File: src/rtl/if_id_stage_reg_pkg.sv
// Shared IF/ID pipeline definitions: last-action encodings and fetch constants.
package if_id_stage_reg_pkg;

    typedef enum logic [1:0] {
        ST_RUN    = 2'd0,
        ST_STALL  = 2'd1,
        ST_BUBBLE = 2'd2
    } stage_state_t;

    // sll $0,$0,0
    localparam logic [31:0] NOP_ENC = 32'h0000_0000;
    localparam logic [31:0] PC_INCR = 32'd4;

endpackage

File: src/rtl/if_id_stage_reg_if.sv
// Fetch-to-decode bundle: the fetch side drives PC/instruction/hazard controls,
// the stage register drives the ID-side outputs and debug status.
interface if_id_stage_reg_if #(
    parameter int DATA_WIDTH = 32,
    parameter int CNT_WIDTH  = 16
);
    logic [DATA_WIDTH-1:0] PCResult;
    logic [DATA_WIDTH-1:0] Instruction;
    logic                  IFIDWrite;
    logic                  Flush;
    logic [DATA_WIDTH-1:0] Instruction_ID;
    logic [DATA_WIDTH-1:0] PC_ID;
    logic [DATA_WIDTH-1:0] PCPlus4_ID;
    logic                  Valid_ID;
    logic                  AlignErr;
    logic [CNT_WIDTH-1:0]  StallCount;
    logic [CNT_WIDTH-1:0]  FlushCount;
    logic [1:0]            State;

    modport master (
        output PCResult, Instruction, IFIDWrite, Flush,
        input  Instruction_ID, PC_ID, PCPlus4_ID, Valid_ID,
        input  AlignErr, StallCount, FlushCount, State
    );

    modport slave (
        input  PCResult, Instruction, IFIDWrite, Flush,
        output Instruction_ID, PC_ID, PCPlus4_ID, Valid_ID,
        output AlignErr, StallCount, FlushCount, State
    );
endinterface

File: src/rtl/if_id_stage_reg_sat_counter.sv
// Enabled up-counter that sticks at all-ones instead of wrapping.
module sat_counter #(
    parameter int WIDTH = 16
) (
    input  logic             clk,
    input  logic             rst_n,
    input  logic             en,
    output logic [WIDTH-1:0] count
);

    always_ff @(posedge clk or negedge rst_n) begin
        if (!rst_n) begin
            count <= '0;
        end else if (en && (count != {WIDTH{1'b1}})) begin
            count <= count + 1'b1;
        end
    end

endmodule

File: src/rtl/if_id_stage_reg.sv
// IF/ID pipeline register with stall hold, flush/misalignment bubbles,
// sticky alignment error and saturating stall/flush debug counters.
//
//   state  | meaning
//   RUN    | last edge captured a fetch (or a misaligned-PC bubble)
//   STALL  | last edge held contents because IFIDWrite was low
//   BUBBLE | last edge squashed the fetch because of Flush
module if_id_stage_reg
    import if_id_stage_reg_pkg::*;
#(
    parameter int                    DATA_WIDTH = 32,
    parameter logic [DATA_WIDTH-1:0] NOP_INSTR  = DATA_WIDTH'(NOP_ENC),
    parameter int                    CNT_WIDTH  = 16
) (
    input  logic               Clk,
    input  logic               Reset,
    if_id_stage_reg_if.slave   bus
);

    logic [DATA_WIDTH-1:0] instr_q;
    logic [DATA_WIDTH-1:0] pc_q;
    logic [DATA_WIDTH-1:0] pc_plus4_q;
    logic                  valid_q;
    logic                  align_err_q;
    stage_state_t          state_q;
    logic                  stall_en;
    logic                  flush_en;

    // State is informational only; the next edge depends solely on inputs.
    always_ff @(posedge Clk or negedge Reset) begin
        if (!Reset) begin
            instr_q     <= NOP_INSTR;
            pc_q        <= '0;
            pc_plus4_q  <= '0;
            valid_q     <= 1'b0;
            align_err_q <= 1'b0;
            state_q     <= ST_RUN;
        end else if (bus.Flush) begin
            instr_q    <= NOP_INSTR;
            pc_q       <= '0;
            pc_plus4_q <= '0;
            valid_q    <= 1'b0;
            state_q    <= ST_BUBBLE;
        end else if (!bus.IFIDWrite) begin
            state_q <= ST_STALL;
        end else if (bus.PCResult[1:0] == 2'b00) begin
            instr_q    <= bus.Instruction;
            pc_q       <= bus.PCResult;
            pc_plus4_q <= bus.PCResult + DATA_WIDTH'(PC_INCR);
            valid_q    <= 1'b1;
            state_q    <= ST_RUN;
        end else begin
            // Misaligned fetch: bubble like a flush, but not counted as one.
            instr_q     <= NOP_INSTR;
            pc_q        <= '0;
            pc_plus4_q  <= '0;
            valid_q     <= 1'b0;
            align_err_q <= 1'b1;
            state_q     <= ST_RUN;
        end
    end

    always_comb begin
        flush_en = bus.Flush;
        stall_en = !bus.Flush && !bus.IFIDWrite;
    end

    sat_counter #(.WIDTH(CNT_WIDTH)) u_stall_cnt (
        .clk   (Clk),
        .rst_n (Reset),
        .en    (stall_en),
        .count (bus.StallCount)
    );

    sat_counter #(.WIDTH(CNT_WIDTH)) u_flush_cnt (
        .clk   (Clk),
        .rst_n (Reset),
        .en    (flush_en),
        .count (bus.FlushCount)
    );

    assign bus.Instruction_ID = instr_q;
    assign bus.PC_ID          = pc_q;
    assign bus.PCPlus4_ID     = pc_plus4_q;
    assign bus.Valid_ID       = valid_q;
    assign bus.AlignErr       = align_err_q;
    assign bus.State          = state_q;

endmodule

File: src/flat_wrapper.sv
// flat-port wrapper written by rule: the top's interface ports become plain ports
module if_id_stage_reg_flat import if_id_stage_reg_pkg::*;
#(
    parameter int                    DATA_WIDTH = 32,
    parameter logic [DATA_WIDTH-1:0] NOP_INSTR  = DATA_WIDTH'(NOP_ENC),
    parameter int                    CNT_WIDTH  = 16
)
  (Clk, Reset, bus_PCResult, bus_Instruction, bus_IFIDWrite, bus_Flush, bus_Instruction_ID, bus_PC_ID, bus_PCPlus4_ID, bus_Valid_ID, bus_AlignErr, bus_StallCount, bus_FlushCount, bus_State);
  if_id_stage_reg_if #(.DATA_WIDTH(DATA_WIDTH), .CNT_WIDTH(CNT_WIDTH)) bus_i ();
  input  logic Clk;
  input  logic Reset;
  input wire logic [$bits(bus_i.PCResult)-1:0] bus_PCResult;
  input wire logic [$bits(bus_i.Instruction)-1:0] bus_Instruction;
  input wire logic [$bits(bus_i.IFIDWrite)-1:0] bus_IFIDWrite;
  input wire logic [$bits(bus_i.Flush)-1:0] bus_Flush;
  output wire logic [$bits(bus_i.Instruction_ID)-1:0] bus_Instruction_ID;
  output wire logic [$bits(bus_i.PC_ID)-1:0] bus_PC_ID;
  output wire logic [$bits(bus_i.PCPlus4_ID)-1:0] bus_PCPlus4_ID;
  output wire logic [$bits(bus_i.Valid_ID)-1:0] bus_Valid_ID;
  output wire logic [$bits(bus_i.AlignErr)-1:0] bus_AlignErr;
  output wire logic [$bits(bus_i.StallCount)-1:0] bus_StallCount;
  output wire logic [$bits(bus_i.FlushCount)-1:0] bus_FlushCount;
  output wire logic [$bits(bus_i.State)-1:0] bus_State;
  assign bus_i.PCResult = bus_PCResult;
  assign bus_i.Instruction = bus_Instruction;
  assign bus_i.IFIDWrite = bus_IFIDWrite;
  assign bus_i.Flush = bus_Flush;
  assign bus_Instruction_ID = bus_i.Instruction_ID;
  assign bus_PC_ID = bus_i.PC_ID;
  assign bus_PCPlus4_ID = bus_i.PCPlus4_ID;
  assign bus_Valid_ID = bus_i.Valid_ID;
  assign bus_AlignErr = bus_i.AlignErr;
  assign bus_StallCount = bus_i.StallCount;
  assign bus_FlushCount = bus_i.FlushCount;
  assign bus_State = bus_i.State;
  if_id_stage_reg #(.DATA_WIDTH(DATA_WIDTH), .NOP_INSTR(NOP_INSTR), .CNT_WIDTH(CNT_WIDTH)) u_core (.Clk(Clk), .Reset(Reset), .bus(bus_i));
endmodule
File: config.mk
export PLATFORM = sky130hd
export DESIGN_NAME = if_id_stage_reg_flat
export DESIGN_NICKNAME = d
export VERILOG_FILES = /design/src/rtl/if_id_stage_reg_pkg.sv /design/src/rtl/if_id_stage_reg_if.sv /design/src/rtl/if_id_stage_reg_sat_counter.sv /design/src/rtl/if_id_stage_reg.sv /design/src/flat_wrapper.sv
export SDC_FILE = /design/constraint.sdc
export NUM_CORES = 1
export LEC_CHECK = 0
export CORE_MARGIN = 2
export CORE_UTILIZATION = 49
export DETAILED_ROUTE_END_ITERATION = 6
export PLACE_DENSITY = 0.87
export SYNTH_ARGS = -nofsm -noshare
export SYNTH_HDL_FRONTEND = slang
export SYNTH_SLANG_ARGS = --single-unit
File: constraint.sdc
create_clock -name Clk -period 3.1 [get_ports Clk]
set_clock_uncertainty 0.05 [all_clocks]
set_input_delay 0.62 -clock Clk [delete_from_list [all_inputs] [get_ports Clk]]
set_output_delay 0.62 -clock Clk [all_outputs]
set_load 0.01 [all_outputs]
==> summary.txt <==
Worst setup EP type - register
Core area - 11,400 um2
Mapped cell area - 5680 um2
Hold_ws - 130 ps
Critical path required time - 3400 ps
Worst-Skew Late Latency - 420 ps
H-tree depth - 4
R2R setup slack - 1050 ps
CP max FO - 19
RSZ-0062 raised after global routing - no
Layer with the highest usage - met2
Largest net degree at the start of global routing - 77
GR Util All Layers - 27.0%
Number of iterations in the first detailed-routing pass - 5
Startpoint types - primary input
Slew @ Worst Pin - 589 ps
Vias - 4,986
First-pass GRT wire length - 26.6 mm
Pwr dens - 554 nW/um2
Worst slew margin - 59.7%
Finish-stage setup viols - 0
CTS Root Cell - clkbuf_16
Ys flop type - dfrtp_1
IO Pins - 200
Highest clock rate - 0.380 GHz
Cell row count - 39
Ant diodes - 0
Setup Buffers After CTS - 0
Leakage Power - 3.72 nW
Post-synth ARST share - 100%
Maximum vdd ir drop - 416 uV
Final Max Slew Viols - 0
Width of the die - 112 um
Number of I/O port buffers - 199
Die height - 112 um
Crit path DAT - 2930 ps
Share of layout cells above drive strength 1 - 9.47%
Seq/Total Area, Yosys - 57.2%
Total CTS buffers - 17
Final setup margin - 469 ps
Number of synthesized register bits - 130
CTS Buffer Depth - 2
Critical path class - in -> reg
EDFF count, synth - 0
Routed Antenna Nets - 0
Hold buffers post-CTS - 0
Period utilisation layout - 84.9%
Met2 Resource Use GR - 45.6%
Fin. Hold Viols - 0
Vias per cell - 5.79
DR iter-0 viols - 338
Clk slew on worst S/H paths - 60 ps
Pre-CTS setup slack - 77.2 ps
Post-route setup TNS - 0 ps
Most common cell after layout, fill and taps aside - clkdlybuf4s50_1
Gpl congestion - 0.898
Total Wirelength - 16.2 mm
Initial antenna violation count - 0
Synthesis Warnings - 0
Grt ovf - 0
Worst r2r dst - u_core.u_flush_cnt.count[1]
Routed length per placed instance - 18.9 um
Die area - 12,500 um2
CTS tree - built
Cells after Synth - 501
Vias in the first global route - 5,089
Area Overhead vs Synth - 49.6%
Most frequent cells in the layout - clkdlybuf4s50_1 (198), dfrtp_1 (130), nand2_1 (57), a22o_1 (57), nand3_1 (34)
Met3 Use GR - 6.97%
HP Class - in -> async
Initial Util - 50.0%
Drc violations - 0
Final HPWL DP - 11.3 mm
Post_cts resized - 0
Count of unique library cells instantiated by Yosys - 47
R2R cell count - 5
Syn_nets - 572
Met1 Track Usage GR - 32.9%
Crit path time final - 2630 ps
MaxCap Viol Count - 0
Sink Count - 130
R2r startpoint - u_core.u_flush_cnt.count[5]
Total Nets Final - 776
Outcome - completed
Synthesized area per cell - 11.3 um2
==> synthesized netlist by cell type (3+ instances only) <==
cell type	number	area share [%]
a211o_1	3	0.46
a22o_1	57	8.8
and2_1	6	0.66
and3_1	5	0.55
and4_1	7	1.1
buf_2	9	0.79
clkbuf_1	19	1.3
dfrtp_1	130	57
ha_1	3	0.66
inv_1	3	0.20
mux2_2	5	0.99
nand2_1	57	3.8
nand2b_1	4	0.44
nand3_1	34	3.0
nand4_1	25	2.8
nor2_1	12	0.79
nor3_1	7	0.62
nor4_1	7	0.77
nor4b_1	3	0.46
o211ai_1	9	1.2
o21ai_0	14	1.2
o311ai_0	3	0.46
or2_2	3	0.33
or4_1	8	1.1
or4b_1	5	0.88
xnor2_1	21	3.2
xor2_1	16	2.5
==> worst max-delay path by stage <==
stage,startpoint,to,cells after the start
6_report,bus_PCResult[10],u_core.bus.PCPlus4_ID[25],5
5_1_grt,bus_PCResult[10],u_core.bus.PCPlus4_ID[28],5
2_1_floorplan,bus_Flush,u_core.bus.PCPlus4_ID[14],5
4_1_cts,bus_PCResult[10],u_core.bus.PCPlus4_ID[26],5
3_5_place_dp,bus_PCResult[10],u_core.bus.PCPlus4_ID[26],5
3_3_place_gp,bus_PCResult[10],u_core.bus.PCPlus4_ID[25],5
==> registers in the layout (all words and copies together) (netlist names) <==
register	cells
u_core.bus.Instruction_ID	32
u_core.bus.PCPlus4_ID	32
u_core.bus.PC_ID	30
u_core.u_flush_cnt.count	16
u_core.u_stall_cnt.count	16
u_core.bus.State	2
u_core.bus.AlignErr	1
u_core.bus.Valid_ID	1
==> critical path, stage by stage <==
cell	delay [ps]
clkdlybuf4s50_1	560
nand4_1	210
or4_1	850
or4b_1	600
nand3_1	90
==> final cells by class <==
cell class	instances	area, um2
multi-input cells	335	2280
flip-flops and latches	130	3250
clock buffers	22	484
inverters	4	15.0
fillers	757	2870
clock inverters	10	130
repair buffers	217	2170
well taps	143	179
==> through the flow <==
stage               instance area [um2]  std cells  util [%]  total power, mW
global placement                   7890        829      69.4             2.65
detailed placement                 7890        829      69.4             2.68
CTS                                8500        861      74.8             4.75
global route                       8500        861      74.8             4.90
finish                             8500        861      74.8             4.71
floorplan                          5680        501         -             2.21
==> report_power, final <==
group,internal [mW],switching [mW],leakage (nW),total [mW]
Clock,1.34,0.717,0.302,2.06
Combinational,0.388,0.307,1.65,0.695
Sequential,1.81,0.147,1.77,1.96
==> layer usage <==
metal | part of all wire, % | up-vias
met2 | 51 | 230
met3 | 7.1 | 34
met5 | 0 | -
met1 | 40 | 2437
li1 | - | 2285
met4 | 2.5 | 0
==> logic make-up after synthesis <==
group	after synthesis	share of synthesized area [%]
flip-flops	130	57.2
multiplexers	5	0.990
adder cells (fa/ha/maj)	3	0.660
XOR/XNOR	37	5.70
AO/OA/AOI/OAI	98	13.9
buffers and inverters	36	2.84
AND/OR/NAND/NOR	192	18.7
No activity file was read; power rests on OpenSTA's default activity.
